[config.mk]
export PLATFORM = sky130hd
export DESIGN_NAME = load_store_unit
export DESIGN_NICKNAME = d
export VERILOG_FILES = /design/src/rtl/load_store_unit.sv
export SDC_FILE = /design/constraint.sdc
export NUM_CORES = 1
export LEC_CHECK = 0
export CORE_ASPECT_RATIO = 0.5
export CORE_MARGIN = 5
export CORE_UTILIZATION = 30
export CTS_BUF_LIST = sky130_fd_sc_hd__clkbuf_4
export DETAILED_ROUTE_END_ITERATION = 12
export SYNTH_ARGS = -nofsm -noshare
export SYNTH_HDL_FRONTEND = slang
export SYNTH_SLANG_ARGS = --single-unit
[constraint.sdc]
create_clock -name clk -period 3.22 [get_ports clk]
set_input_delay 0.322 -clock clk [delete_from_list [all_inputs] [get_ports clk]]
set_output_delay 0.322 -clock clk [all_outputs]
set_load 0.01 [all_outputs]
[src/rtl/load_store_unit.sv]
// load_store_unit
//   Memory-side initiator for a 128 x 32-bit data memory. Accepts one load or
//   store per request, sequences MemRead/MemWrite, and returns load data.
//   Sub-word stores are performed as read-modify-write. MemWrite is a clean
//   one-cycle pulse with addr/write_data held for a cycle on either side,
//   because the memory writes on the rising edge of MemWrite.
//
//   Build option: define LSU_RANGE_CHECK_EN to reject addresses outside the
//   512-byte memory (req_addr[31:9] != 0). Without it the upper bits pass
//   through and the memory aliases them.
//
// Ports
//   clk, rst_n             clock, asynchronous active-low reset
//   req_valid/req_ready    request handshake (ready only in IDLE)
//   req_write/req_size     store flag, size (00 byte, 01 half, 10 word, 11 illegal)
//   req_unsigned           load zero-extend (1) / sign-extend (0)
//   req_addr/req_wdata     byte address, store data (low-order bits)
//   resp_valid/resp_rdata/resp_err   completion pulse, load result, error flag
//   MemRead/MemWrite       memory read enable, write strobe
//   addr/write_data        word-aligned memory address, write data
//   read_data              combinational memory read data
//
// state  | meaning
// IDLE   | waiting for a request
// RD     | MemRead high, read_data captured at end
// WSETUP | addr/write_data driven, MemWrite low
// WPULSE | MemWrite high
// WHOLD  | MemWrite low, addr/write_data held
// DONE   | resp_valid pulse

module load_store_unit (
    input  logic        clk,
    input  logic        rst_n,
    input  logic        req_valid,
    output logic        req_ready,
    input  logic        req_write,
    input  logic [1:0]  req_size,
    input  logic        req_unsigned,
    input  logic [31:0] req_addr,
    input  logic [31:0] req_wdata,
    output logic        resp_valid,
    output logic [31:0] resp_rdata,
    output logic        resp_err,
    output logic        MemRead,
    output logic        MemWrite,
    output logic [31:0] addr,
    output logic [31:0] write_data,
    input  logic [31:0] read_data
);

    typedef enum logic [2:0] {
        S_IDLE, S_RD, S_WSETUP, S_WPULSE, S_WHOLD, S_DONE
    } state_t;

    state_t state, state_next;

    logic        lat_write;
    logic [1:0]  lat_size;
    logic        lat_unsigned;
    logic [1:0]  lat_lane;
    logic [31:0] lat_wdata;

    logic        accept;
    logic        range_err;
    logic        req_err;

    logic        mem_read_d, mem_write_d, resp_valid_d, resp_err_d;
    logic [31:0] addr_d, write_data_d, resp_rdata_d;

    function automatic logic [31:0] load_extract(input logic [31:0] word,
                                                 input logic [1:0]  size,
                                                 input logic [1:0]  lane,
                                                 input logic        uns);
        logic [7:0]  b;
        logic [15:0] h;
        logic [31:0] r;
        b = word[{lane, 3'b000} +: 8];
        h = lane[1] ? word[31:16] : word[15:0];
        case (size)
            2'b00:   r = uns ? {24'h0, b} : {{24{b[7]}}, b};
            2'b01:   r = uns ? {16'h0, h} : {{16{h[15]}}, h};
            default: r = word;
        endcase
        return r;
    endfunction

    function automatic logic [31:0] store_merge(input logic [31:0] word,
                                                input logic [1:0]  size,
                                                input logic [1:0]  lane,
                                                input logic [31:0] wdata);
        logic [31:0] r;
        r = word;
        case (size)
            2'b00: r[{lane, 3'b000} +: 8] = wdata[7:0];
            2'b01: begin
                if (lane[1]) r[31:16] = wdata[15:0];
                else         r[15:0]  = wdata[15:0];
            end
            default: r = wdata;
        endcase
        return r;
    endfunction

`ifdef LSU_RANGE_CHECK_EN
    assign range_err = |req_addr[31:9];
`else
    assign range_err = 1'b0;
`endif

    assign req_ready = (state == S_IDLE);
    assign accept    = req_valid && req_ready;
    assign req_err   = (req_size == 2'b11)
                    || (req_size == 2'b01 && req_addr[0])
                    || (req_size == 2'b10 && req_addr[1:0] != 2'b00)
                    || range_err;

    always_ff @(posedge clk or negedge rst_n) begin
        if (!rst_n) state <= S_IDLE;
        else        state <= state_next;
    end

    always_comb begin
        state_next = state;
        case (state)
            S_IDLE: begin
                if (accept) begin
                    if (req_err)                           state_next = S_DONE;
                    else if (req_write && req_size == 2'b10) state_next = S_WSETUP;
                    else                                   state_next = S_RD;
                end
            end
            S_RD:     state_next = lat_write ? S_WSETUP : S_DONE;
            S_WSETUP: state_next = S_WPULSE;
            S_WPULSE: state_next = S_WHOLD;
            S_WHOLD:  state_next = S_DONE;
            S_DONE:   state_next = S_IDLE;
            default:  state_next = S_IDLE;
        endcase
    end

    // Next values for the registered memory-side and response outputs.
    always_comb begin
        mem_read_d   = (state_next == S_RD);
        mem_write_d  = (state_next == S_WPULSE);
        resp_valid_d = (state_next == S_DONE);
        resp_err_d   = (state == S_IDLE) && accept && req_err;
        resp_rdata_d = 32'h0;
        addr_d       = addr;
        write_data_d = write_data;
        if (state == S_IDLE && accept && !req_err) begin
            addr_d = {req_addr[31:2], 2'b00};
            if (req_write && req_size == 2'b10) write_data_d = req_wdata;
        end
        if (state == S_RD) begin
            if (lat_write) write_data_d = store_merge(read_data, lat_size, lat_lane, lat_wdata);
            else           resp_rdata_d = load_extract(read_data, lat_size, lat_lane, lat_unsigned);
        end
    end

    always_ff @(posedge clk or negedge rst_n) begin
        if (!rst_n) begin
            MemRead      <= 1'b0;
            MemWrite     <= 1'b0;
            addr         <= 32'h0;
            write_data   <= 32'h0;
            resp_valid   <= 1'b0;
            resp_rdata   <= 32'h0;
            resp_err     <= 1'b0;
            lat_write    <= 1'b0;
            lat_size     <= 2'b00;
            lat_unsigned <= 1'b0;
            lat_lane     <= 2'b00;
            lat_wdata    <= 32'h0;
        end else begin
            MemRead    <= mem_read_d;
            MemWrite   <= mem_write_d;
            addr       <= addr_d;
            write_data <= write_data_d;
            resp_valid <= resp_valid_d;
            resp_rdata <= resp_rdata_d;
            resp_err   <= resp_err_d;
            if (accept) begin
                lat_write    <= req_write;
                lat_size     <= req_size;
                lat_unsigned <= req_unsigned;
                lat_lane     <= req_addr[1:0];
                lat_wdata    <= req_wdata;
            end
        end
    end

endmodule

# Yosys cells after proc, flatten, opt, wreduce, memory -nomap -nowiden
# Index checks and enable logic that the tools add are counted.
[totals]
wordCells = 60
input_bits = 103
out_inout_bits = 101
ff_bits = 139
[classes]
n_addsub = 1
n_mux = 19
n_eq_ne = 11
n_shift = 3
reduce_logical = 13
[ops]
columns = ["op", "n"]
rows = [
  ["$mux W32", 8],
  ["$pmux W32 S2", 2],
  ["$mux W16", 3],
  ["$bwmux W32", 1],
  ["$shift A8 B7 Y32 const A", 1],
  ["$shiftx A32 B6 Y8", 1],
  ["$shiftx A8 B7 Y32", 1],
  ["$pmux W3 S5", 1],
  ["$eq A3 B2 Y1 const B", 3],
  ["$mux W3", 3],
  ["$logic_and A1 B1 Y1", 7],
  ["$neg A5 Y7", 1],
  ["$eq A3 B1 Y1 const B", 2],
  ["$eq A3 B3 Y1 const B", 2],
  ["$eq A2 B1 Y1 const B", 2],
  ["$eq A2 B2 Y1 const B", 2],
  ["$logic_not A3 Y1", 1],
  ["$logic_not A2 Y1", 1],
  ["$logic_or A1 B1 Y1", 2],
  ["$mux W2", 1],
  ["$reduce_bool A2 Y1", 1],
  ["$logic_not A1 Y1", 1],
]

# Logic depth before layout (Yosys ltp)
[depth]
word_depth = 9
ltp_mapped = 8
ltp_nobuf = 6

# Worst setup path before layout
# No wires, ideal clock.
[synth_path]
path_type = "register -> register"
from = "register lat_lane[0]"
to = "register write_data[29]"
setup_time_ns = 0.087
slack_ns = 0.838
period_less_slack_ns = 2.382
required_time_ns = 3.133
t_arrival_ns = 2.295
stages_incl_launch_ff = 8
n_path_buf = 1
path_cell_list = "dfrtp_1 > buf_2 > inv_1 > ha_1 > nor4b_2 > nor3b_2 > a221oi_1 > o211ai_1"
[synth_between]
elab_chain_cells = 6
word_cells_on_any_way = 7
cone_classes = "add/sub: 1; shift: 2; mux: 4"
[synth_lines]
columns = ["element", "line_no", "source"]
rows = [
  ["from (decl)", "60", "logic [1:0] lat_lane;"],
  ["from (signal assigned)", "186", "lat_lane <= req_addr[1:0];"],
  ["$neg A5 Y7 (*)", "94", "2'b00: r[{lane, 3'b000} +: 8] = wdata[7:0];"],
  ["$shiftx A8 B7 Y32 or $shift A8 B7 Y32 (tied branches)", "94", ""],
  ["$bwmux W32 (*)", "94", ""],
  ["$pmux W32 S2 (*)", "93", "case (size)"],
  ["$mux W32 (*)", "155", "if (lat_write) write_data_d = store_merge(read_data, lat_size, lat_lane, lat_wdata);"],
  ["$mux W32 (*)", "154", "if (state == S_RD) begin"],
  ["named net write_data_d[29]", "68", "logic [31:0] addr_d, write_data_d, resp_rdata_d;"],
  ["to (signal assigned)", "178", "write_data <= write_data_d;"],
  ["to (decl)", "47", "output logic [31:0] write_data,"],
]
# The timed path passes the listed nets; every way through them passes the cells marked *.
# A chain may end at the register's enable or synchronous reset.

# Worst setup path after layout
[layout_path]
from = "register lat_lane[1]"
to = "register write_data[31]"
[layout_between]
elab_chain_cells = 6
word_cells_on_any_way = 8
cone_classes = "add/sub: 1; shift: 2; mux: 5"
[layout_lines]
columns = ["element", "line_no"]
rows = [
  ["$neg A5 Y7", "94"],
  ["$shiftx A8 B7 Y32 or $shift A8 B7 Y32 (tied branches)", "94"],
  ["$bwmux W32", "94"],
  ["$pmux W32 S2 (*)", "93"],
  ["$mux W32 (*)", "155"],
  ["$mux W32 (*)", "154"],
  ["named net write_data_d[31]", "68"],
]
# Marks and branches as above.

==> qor.csv <==
metric;value;unit
vias_per_cell;5.29;
seq_area_frac_synth;50.9;%
synth_area_leaders;dfrtp_1 (51%), mux2_2 (11%), a221oi_1 (5.1%);
final_nets;907;
n_fill_cell;2216;
netlist.area_leader.share;50.9;%
io_buffers;201;
ios;204;
rrSetupSlack;0.81;ns
wire_per_inst;20.7;um
path_max_fanout;9;
cts.sinks;139;
core;22600;sq um
syn-cell-area;6840;sq um
clock_skew;0.0182;ns
power_leakage;0.00397;uW
cts_buffer_depth;2;
cts_tree;yes;
drc_errors;0;
grt_pass1_wl;35000;um
worstPathArrival;2.90;ns
finalCritPeriodShare;74.8;%
tightest_slew;1.03;ns
place_area;9190;sq um
drv_cap;0;
worstSetupPathType;reg2reg;
crit_path_end_kind;register;
period_needed;2.41;ns
power.density;902;nW/um^2
vdd_drop_max;0.346;mV
post_cts_buffers;0;
synth_ff_type;dfrtp_1;
cts.htree.levels;4;
num_rows;39;
dpl.hpwl;17200;um
timing_hold_violations_final;0;
ctsHoldBuffers;1;
cp_data_required_time;3.71;ns
routed_wl;23200;um
synth_common_cells;dfrtp_1 (139), mux2_2 (67), nand2_1 (49), a221oi_1 (40), nor2_1 (34);
die_w;224;um
cts_buffers;17;
grt_start_max_net_pins;112;
root_buffer;clkbuf_4;
worst_skew_pair.late_latency;0.57;ns
clk_pin_slew;0.12;ns
synthToLayoutAreaGrowth;38.5;%
ys_ff_latch;139;
first_iter_violations;419;
synth_edf_count;0;
yosysMostFrequentCell;dfrtp_1;
cts_resized;0;
gp_congestion;0.826;
setup_tns;0;ns
track_usage;17.5;%
synth_cell_type_count;51;
vias;5916;
synth.avg_cell_area;11.3;sq um
grt_pass1_vias;5874;
yosys_warnings;0;
drv_slew;0;
synth_top_cell_by_area;dfrtp_1;
gr-total-overflow;0;
ys_async_sr_fraction;100;%
max_freq;0.415;GHz
start_util;30.2;%
drtAntennaViolNets;0;
rsz0062_at_grt;false;
die_h;117;um
dr.pass1.iters;5;
timing.slew.headroom;31.6;%
netlist_instances;607;
setup_violations;0;
antenna_found_initial;2;
dieArea;26100;sq um
status;complete, no violations;
final_area;9470;sq um
start_kind;register;
drive_gt1_share;17.0;%
hp-class;in2reg;
report_power, final:
group	total (uW)	switching [uW]	internal, uW
sequential	3100	601	2500
clock	1170	634	533
combinational	4280	2060	2220
total	8550	3290	5250
cells in the final DEF, fill, tap and decap left out, types with 16 or more instances in the layout:
cell type and count:
a21o_1 16, a221oi_1 40, buf_4 17, clkbuf_4 19, clkdlybuf4s50_1 200, dfrtp_1 138, mux2_2 67, mux2i_1 16
nand2_1 49, nand3_1 25, nor2_1 34, nor3_1 20, o21ai_0 28
final timing paths:
kind | depth (start not counted) | to | from
worst max-delay path | 6 | write_data[31]$_DFF_PN0_ | lat_lane[1]$_DFFE_PN0N_
worst min-delay path | 3 | write_data[28]$_DFF_PN0_ | req_wdata[28]
worst max register to register | 6 | write_data[31]$_DFF_PN0_ | lat_lane[1]$_DFFE_PN0N_
worst min register to register | 1 | addr[27]$_DFFE_PN0N_ | addr[27]$_DFFE_PN0N_
max in group asynchronous | 3 | addr[30]$_DFFE_PN0N_ | rst_n
min in group asynchronous | 2 | state[0]$_DFF_PN0_ | rst_n
layout make-up:
cell class              count  area, sq um  share of cell area [%]
diodes                      1         2.50                  0.0264
clock buffers              19          143                    1.51
clock inverters            11          129                    1.36
inverters                  12         45.0                   0.476
multi-input cells         409         3120                    32.9
flip-flops and latches    139         3480                    36.7
well taps                 307          384                    4.06
repair buffers            220         2170                    22.9
metrics by stage:
step	cells	worst slack [ns]	hold slack (ns)	util [%]	total power, uW
3_3_place_gp	1086	0.675	0.487	40.6	7330
2_1_floorplan	608	0.838	0.0264	-	5420
5_1_grt	1118	0.569	0.316	41.8	9100
3_5_place_dp	1086	0.549	0.492	40.6	7430
6_report	1118	0.811	0.355	41.8	8550
4_1_cts	1117	0.804	0.301	41.8	8620
metal layers:
metal	wire length (um)	global-route usage, %	vias to the layer above
li1	-	-	2652
met1	9860	22.3	3007
met2	11300	29.1	221
met5	7	0	-
met3	1460	4.85	34
met4	534	6.16	2
state kept, by name, indices dropped and copies added, names as in the netlist:
name and count:
MemRead 1, MemWrite 1, addr 30, lat_lane 2, lat_size 2, lat_unsigned 1, lat_wdata 32, lat_write 1
resp_err 1, resp_rdata 32, resp_valid 1, state 3, write_data 32
critical path, stage by stage (launching register included):
cell and delay, ns:
dfrtp_2 0.39, inv_1 0.14, ha_1 0.26, nor4b_2 0.62, nor3b_2 0.51, a221oi_1 0.20
o211ai_1 0.21
kinds of logic after synthesis:
logic type	Yosys count	synth area share, %
compound gates	144	16.0
fa+ha+maj	5	0.915
buf+inv	60	3.75
flops	139	50.9
mux	91	16.0
other cells	1	0.0548
simple gates	167	12.4
No activity file was read; power rests on OpenSTA's default activity.
